File: src/rtl/decode_bundle_unit.sv
// decode_bundle_unit
//   Registered N-wide RV32I decode stage between the fetch queue and
//   rename/dispatch. Bundles are captured into a two-entry skid buffer
//   (main M, skid S); lanes of M are decoded into a control word,
//   register indices and a sign-extended immediate. in_ready is a
//   flop (!S_valid), so there is no combinational path from out_ready
//   to in_ready.
//
//   Optional feature: define DECODE_ILLEGAL_EN to flag unknown opcodes
//   (including instr[1:0] != 2'b11) on valid lanes in ctrl bit 12.
//   Without it, bit 12 is tied to 0 and unknown opcodes decode as NOP.
//
// Ports
//   clk, rst_n         clock, async active-low reset
//   flush              drop everything buffered (dominates in_valid)
//   in_valid/in_ready  input bundle handshake
//   in_lane_valid      per-lane valid mask
//   in_instr           lane i at [32i+31:32i]
//   in_pc              PC of lane 0
//   out_valid/out_ready output bundle handshake
//   out_lane_valid     registered lane mask
//   out_ctrl           per-lane 13-bit control word
//   out_rs1/rs2/rd     per-lane register indices (0 when unused)
//   out_imm            per-lane sign-extended immediate
//   out_pc             PC of lane 0
//
// Control word: [0] branch [1] jal [2] jalr [3] alu_src1(PC) [4] alu_src2(imm)
//   [6:5] alu_op [7] rs1_used [8] rs2_used [9] load [10] store
//   [11] reg_write [12] illegal
module decode_bundle_unit #(
  parameter int WIDTH = 2,
  parameter int XLEN  = 32
) (
  input  logic                  clk,
  input  logic                  rst_n,
  input  logic                  flush,
  input  logic                  in_valid,
  output logic                  in_ready,
  input  logic [WIDTH-1:0]      in_lane_valid,
  input  logic [WIDTH*32-1:0]   in_instr,
  input  logic [XLEN-1:0]       in_pc,
  output logic                  out_valid,
  input  logic                  out_ready,
  output logic [WIDTH-1:0]      out_lane_valid,
  output logic [WIDTH*13-1:0]   out_ctrl,
  output logic [WIDTH*5-1:0]    out_rs1,
  output logic [WIDTH*5-1:0]    out_rs2,
  output logic [WIDTH*5-1:0]    out_rd,
  output logic [WIDTH*XLEN-1:0] out_imm,
  output logic [XLEN-1:0]       out_pc
);

  typedef struct packed {
    logic [12:0]     ctrl;
    logic [4:0]      rs1;
    logic [4:0]      rs2;
    logic [4:0]      rd;
    logic [XLEN-1:0] imm;
  } dec_t;

  function automatic dec_t decode_lane(input logic v, input logic [31:0] ins);
    dec_t        d;
    logic [31:0] imm32;
    logic        u1, u2, ud, unknown;
    logic        unused_funct3;
    d       = '0;
    imm32   = '0;
    u1      = 1'b0;
    u2      = 1'b0;
    ud      = 1'b0;
    unknown = 1'b0;
    unused_funct3 = ^ins[14:12];
    case (ins[6:0])
      7'b0110011: begin
        d.ctrl[6:5] = 2'b10; d.ctrl[7] = 1'b1; d.ctrl[8] = 1'b1; d.ctrl[11] = 1'b1;
        u1 = 1'b1; u2 = 1'b1; ud = 1'b1;
      end
      7'b0010011, 7'b0000011: begin
        d.ctrl[6:5] = 2'b11; d.ctrl[4] = 1'b1; d.ctrl[7] = 1'b1; d.ctrl[11] = 1'b1;
        d.ctrl[9] = (ins[6:0] == 7'b0000011);
        u1 = 1'b1; ud = 1'b1;
        imm32 = {{20{ins[31]}}, ins[31:20]};
      end
      7'b0100011: begin
        d.ctrl[6:5] = 2'b11; d.ctrl[4] = 1'b1; d.ctrl[7] = 1'b1; d.ctrl[8] = 1'b1;
        d.ctrl[10] = 1'b1;
        u1 = 1'b1; u2 = 1'b1;
        imm32 = {{20{ins[31]}}, ins[31:25], ins[11:7]};
      end
      7'b1100011: begin
        d.ctrl[0] = 1'b1; d.ctrl[6:5] = 2'b01; d.ctrl[7] = 1'b1; d.ctrl[8] = 1'b1;
        u1 = 1'b1; u2 = 1'b1;
        imm32 = {{19{ins[31]}}, ins[31], ins[7], ins[30:25], ins[11:8], 1'b0};
      end
      7'b1101111: begin
        d.ctrl[1] = 1'b1; d.ctrl[3] = 1'b1; d.ctrl[6:5] = 2'b11; d.ctrl[11] = 1'b1;
        ud = 1'b1;
        imm32 = {{11{ins[31]}}, ins[31], ins[19:12], ins[20], ins[30:21], 1'b0};
      end
      7'b1100111: begin
        d.ctrl[2] = 1'b1; d.ctrl[4] = 1'b1; d.ctrl[6:5] = 2'b11; d.ctrl[7] = 1'b1;
        d.ctrl[11] = 1'b1;
        u1 = 1'b1; ud = 1'b1;
        imm32 = {{20{ins[31]}}, ins[31:20]};
      end
      7'b0110111, 7'b0010111: begin
        // LUI and AUIPC differ only in whether the PC is the first operand
        d.ctrl[3] = (ins[6:0] == 7'b0010111);
        d.ctrl[4] = 1'b1; d.ctrl[6:5] = 2'b11; d.ctrl[11] = 1'b1;
        ud = 1'b1;
        imm32 = {ins[31:12], 12'h000};
      end
      default: unknown = 1'b1;
    endcase
    if (ins[11:7] == 5'd0) d.ctrl[11] = 1'b0;
    d.rs1 = u1 ? ins[19:15] : 5'd0;
    d.rs2 = u2 ? ins[24:20] : 5'd0;
    d.rd  = ud ? ins[11:7]  : 5'd0;
    d.imm = XLEN'($signed(imm32));
`ifdef DECODE_ILLEGAL_EN
    d.ctrl[12] = unknown;
`else
    d.ctrl[12] = 1'b0 & unknown;
`endif
    if (!v) d = '0;
    return d;
  endfunction

  logic                m_valid, s_valid;
  logic [WIDTH-1:0]    m_lv, s_lv;
  logic [WIDTH*32-1:0] m_instr, s_instr;
  logic [XLEN-1:0]     m_pc, s_pc;
  logic                accept, m_free;

  assign in_ready = !s_valid;
  assign accept   = in_valid && in_ready;
  // M can take new data if it is empty or being drained this cycle
  assign m_free   = !m_valid || out_ready;

  always_ff @(posedge clk or negedge rst_n) begin
    if (!rst_n) begin
      m_valid <= 1'b0;
      s_valid <= 1'b0;
      m_lv    <= '0;
      s_lv    <= '0;
      m_instr <= '0;
      s_instr <= '0;
      m_pc    <= '0;
      s_pc    <= '0;
    end else if (flush) begin
      m_valid <= 1'b0;
      s_valid <= 1'b0;
    end else if (m_free) begin
      if (s_valid) begin
        // S full implies in_ready=0, so nothing is accepted this cycle
        m_valid <= 1'b1;
        m_lv    <= s_lv;
        m_instr <= s_instr;
        m_pc    <= s_pc;
        s_valid <= 1'b0;
      end else begin
        m_valid <= accept;
        if (accept) begin
          m_lv    <= in_lane_valid;
          m_instr <= in_instr;
          m_pc    <= in_pc;
        end
      end
    end else if (accept) begin
      s_valid <= 1'b1;
      s_lv    <= in_lane_valid;
      s_instr <= in_instr;
      s_pc    <= in_pc;
    end
  end

  assign out_valid      = m_valid;
  assign out_lane_valid = m_lv;
  assign out_pc         = m_pc;

  for (genvar l = 0; l < WIDTH; l++) begin : g_lane
    dec_t d;
    assign d = decode_lane(m_lv[l], m_instr[32*l +: 32]);
    assign out_ctrl[13*l +: 13]     = d.ctrl;
    assign out_rs1[5*l +: 5]        = d.rs1;
    assign out_rs2[5*l +: 5]        = d.rs2;
    assign out_rd[5*l +: 5]         = d.rd;
    assign out_imm[XLEN*l +: XLEN]  = d.imm;
  end

endmodule

File: config.mk
export PLATFORM = sky130hd
export DESIGN_NAME = decode_bundle_unit
export DESIGN_NICKNAME = d
export VERILOG_FILES = /design/src/rtl/decode_bundle_unit.sv
export SDC_FILE = /design/constraint.sdc
export NUM_CORES = 1
export LEC_CHECK = 0
export ABC_AREA = 1
export BUFFER_PORTS_ARGS = -buffer_cell sky130_fd_sc_hd__buf_4
export CAP_MARGIN = 20
export CORE_MARGIN = 8
export CORE_UTILIZATION = 30
export CTS_CLUSTER_DIAMETER = 40
export CTS_CLUSTER_SIZE = 16
export DETAILED_ROUTE_END_ITERATION = 7
export GPL_TIMING_DRIVEN = 1
export PLACE_DENSITY_LB_ADDON = 0.25
export SLEW_MARGIN = 20
export SYNTH_ARGS = -nofsm -noshare
export SYNTH_HDL_FRONTEND = slang
export SYNTH_SLANG_ARGS = --single-unit
File: constraint.sdc
create_clock -name clk -period 1.6 [get_ports clk]
set_input_delay 0.24 -clock clk [delete_from_list [all_inputs] [get_ports clk]]
set_output_delay 0.24 -clock clk [all_outputs]
set_load 0.02 [all_outputs]
==> results.json <==
{
  "dp.cells": 2091,
  "critPathRequiredTime_ns": 1.36,
  "htree_levels": 4,
  "overflow": 0,
  "worstSetupPathType": "reg2out",
  "ys_ff_latch": 198,
  "r2r_slack_ns": 0.06,
  "layout_commonest_cell": "nand2_1",
  "coreArea_sq_um": 33400,
  "vias": 10200,
  "rr_endpoint": "m_instr[15]$_DFFE_PN0P_",
  "synthCells": 1368,
  "grt_max_degree": 52,
  "setup_viol": 118,
  "drive_gt1_share_pct": 37.6,
  "maxSlewViolCount": 0,
  "die_x_um": 200,
  "arrival_ns": 2.05,
  "clock_latency_ns": 0.45,
  "path_buf_inv": 3,
  "crit_cells": 9,
  "post_synth_num_cell_types": 29,
  "synth_largest_area_cell": "dfrtp_1",
  "layoutNonFillerInstCount": 2187,
  "detail_route.wl_per_cell_um": 16.3,
  "dr.first_iter.drc_count": 623,
  "hold_violations": 0,
  "syn-cell-area_sq_um": 10200,
  "netlist_top_cells_area": "dfrtp_1, nand2_1, o21ai_0",
  "holdWs_ns": 0.0584,
  "track_usage_pct": 17.3,
  "internal_power_w": 0.00966,
  "ctsLongestPathBuffers": 2,
  "drv_cap": 0,
  "vias_per_cell": 4.66,
  "r2r_cells": 9,
  "clk_pin_slew_ns": 0.08,
  "r2r_start": "s_valid$_DFFE_PN0P_",
  "finClkSkew_ns": 0.0114,
  "comb_power_share_pct": 25.1,
  "worst_slack_ns": -0.687,
  "ioPinCount": 259,
  "grt_pass1_vias": 10200,
  "die_h_um": 200,
  "wl_um": 35700,
  "endpoint": "out_imm[17]",
  "rsz0062_at_grt": "yes",
  "drt_first_pass_iters": 7,
  "grt_pass1_wl_um": 56400,
  "switchingPower_w": 0.00489,
  "hp-class": "in2reg",
  "violations": "setup timing",
  "sequentialPowerShare_pct": 46.2,
  "antenna_found_initial": 1,
  "critical-path-slowest-cell": "dfrtp_1",
  "postSynthAreaPerCell_sq_um": 7.44,
  "most-common-layout-cells": "nand2_1, buf_4, dfrtp_1",
  "ant_nets": 0,
  "hpwlAfterDp_um": 24200,
  "crit_chain": "nor3_4, nand2_2, nand3_4, buf_12, nand2_8, nand3_1, nand2_1, inv_1, buf_4",
  "clkSinkCount": 198,
  "drc": 0,
  "max_freq_mhz": 437,
  "area_growth_pct": 59.0,
  "cp-startpoint": "m_instr[3]$_DFFE_PN0P_",
  "min_period_over_period_pct": 143,
  "ir_worst_vdd_mv": 0.792,
  "layout.nets": 1828,
  "worstMarginPinSlew_ns": 0.519,
  "row_count": 67,
  "yosysSeqAreaShare_pct": 48.7,
  "sw_frac_of_total_pct": 33.6,
  "netlist.area_leader.share_pct": 48.7,
  "path_delay_family": "simple AND/OR/NAND/NOR gates",
  "fin_crit_ns": 2.29,
  "p_leak_nw": 8.71,
  "io_buffers": 256,
  "critPathLaunchType": "register",
  "hp-start": "in_instr[8]",
  "cts_tree": "yes",
  "gp_congestion": 0.830,
  "status": "finished, violations left",
  "power_density_nw_per_um2": 899,
  "clockRootBuffer": "clkbuf_16",
  "cts_buffers": 17,
  "slowest_delay_ns": 0.43,
  "cp_max_fo": 11,
  "die-area_sq_um": 40100,
  "initial_core_util_pct": 30.4,
  "p_clk_share_pct": 28.7,
  "yosysWarnings": 0,
  "relSlewSlack_pct": 65.4,
  "endpoint_kind": "output port"
}
[Yosys cell counts]
master,number
clkbuf_1,30
nand4_1,1
nand2_1,386
conb_1,1
nand2_4,1
buf_1,13
o211ai_1,55
buf_2,30
nand3_4,1
nand2_2,6
a21oi_2,1
buf_4,6
nor4_1,1
nand3_1,55
nor2_1,75
dfrtp_1,198
clkinv_1,1
buf_6,4
a21oi_1,8
o21ai_0,196
o21ai_1,50
inv_1,219
o2111ai_1,1
inv_2,4
nor2_2,4
nor2_4,1
nor3_2,2
nor3_1,10
nand3_2,8
[flip-flops by register name, indices dropped and copies added, names as in the netlist]
register / flops
s_instr: 64
out_lane_valid: 2
out_valid: 1
s_lv: 2
s_valid: 1
m_instr: 64
s_pc: 32
out_pc: 32
[worst min path at each step]
stage | to | depth (start not counted)
5_1_grt | s_instr[8]$_DFFE_PN0P_ | 3
4_1_cts | s_instr[8]$_DFFE_PN0P_ | 3
3_5_place_dp | s_instr[50]$_DFFE_PN0P_ | 1
6_report | s_instr[8]$_DFFE_PN0P_ | 3
2_1_floorplan | m_instr[0]$_DFFE_PN0P_ | 0
3_3_place_gp | s_instr[54]$_DFFE_PN0P_ | 1
[cell families after synthesis]
group,count (synthesis),share of synthesized area [%]
AND/OR/NAND/NOR,551,22.3
other,1,0.0369
buffers and inverters,307,12.2
flip-flops,198,48.7
AO/OA/AOI/OAI,311,16.7
[stage by stage]
step           TNS [ns]  worst slack, ns  power, W  instance area [sq um]  utilization, %
2_1_floorplan     -2.32           -0.113   0.00821                  10300               -
3_3_place_gp     -18.58           -0.441   0.00962                  13400            40.1
3_5_place_dp     -21.09           -0.464   0.00969                  13400            40.1
4_1_cts          -69.13           -0.644    0.0143                  15200            45.3
5_1_grt          -85.04           -0.842    0.0154                  16200            48.4
6_report         -71.58           -0.687    0.0145                  16200            48.4
[worst reg2reg max path: stages (launching register included)]
cell,delay [ns]
dfrtp_1,0.43
nor2_2,0.12
nor2_1,0.05
inv_1,0.10
nor2_4,0.07
buf_12,0.14
buf_4,0.14
buf_12,0.14
o211ai_1,0.11
o21ai_0,0.12
[power by group through the flow]
stage | logic (W) | clock network [W] | registers, W
after floorplan | 0.00151 | 0 | 0.00670
after global placement | 0.00293 | 0 | 0.00669
after detailed placement | 0.00299 | 0 | 0.00671
after CTS | 0.00334 | 0.00431 | 0.00666
after global routing | 0.00408 | 0.00450 | 0.00683
final | 0.00365 | 0.00418 | 0.00672
[layout make-up]
cell class | instances | area (sq um)
clock inverter | 14 | 115
inverter | 224 | 857
timing repair buffer | 416 | 4220
multi-input combinational | 868 | 5030
clock buffer | 18 | 439
antenna | 1 | 2.50
fill | 3160 | 17300
sequential | 198 | 4960
tap | 448 | 561
[what timing repair did]
item / 4_1_cts / 5_1_grt
cloned: 9 / 5
buffers inserted: 23 / 32
endpoints found under the hold margin: 42 / 0
pin swaps: 30 / 40
hold buffers: 2 / 0
endpoints found under the setup margin: 131 / 215
gates resized for setup: 182 / 209
[layer usage]
| metal | global-route usage, % | routed length [um] |
|---|---|---|
| met1 | 22.9 | 16300 |
| met2 | 27.5 | 17000 |
| met3 | 4.74 | 1760 |
| met4 | 4.47 | 629 |
| met5 | 0 | 0 |
Power figures use the tool's default switching activity.
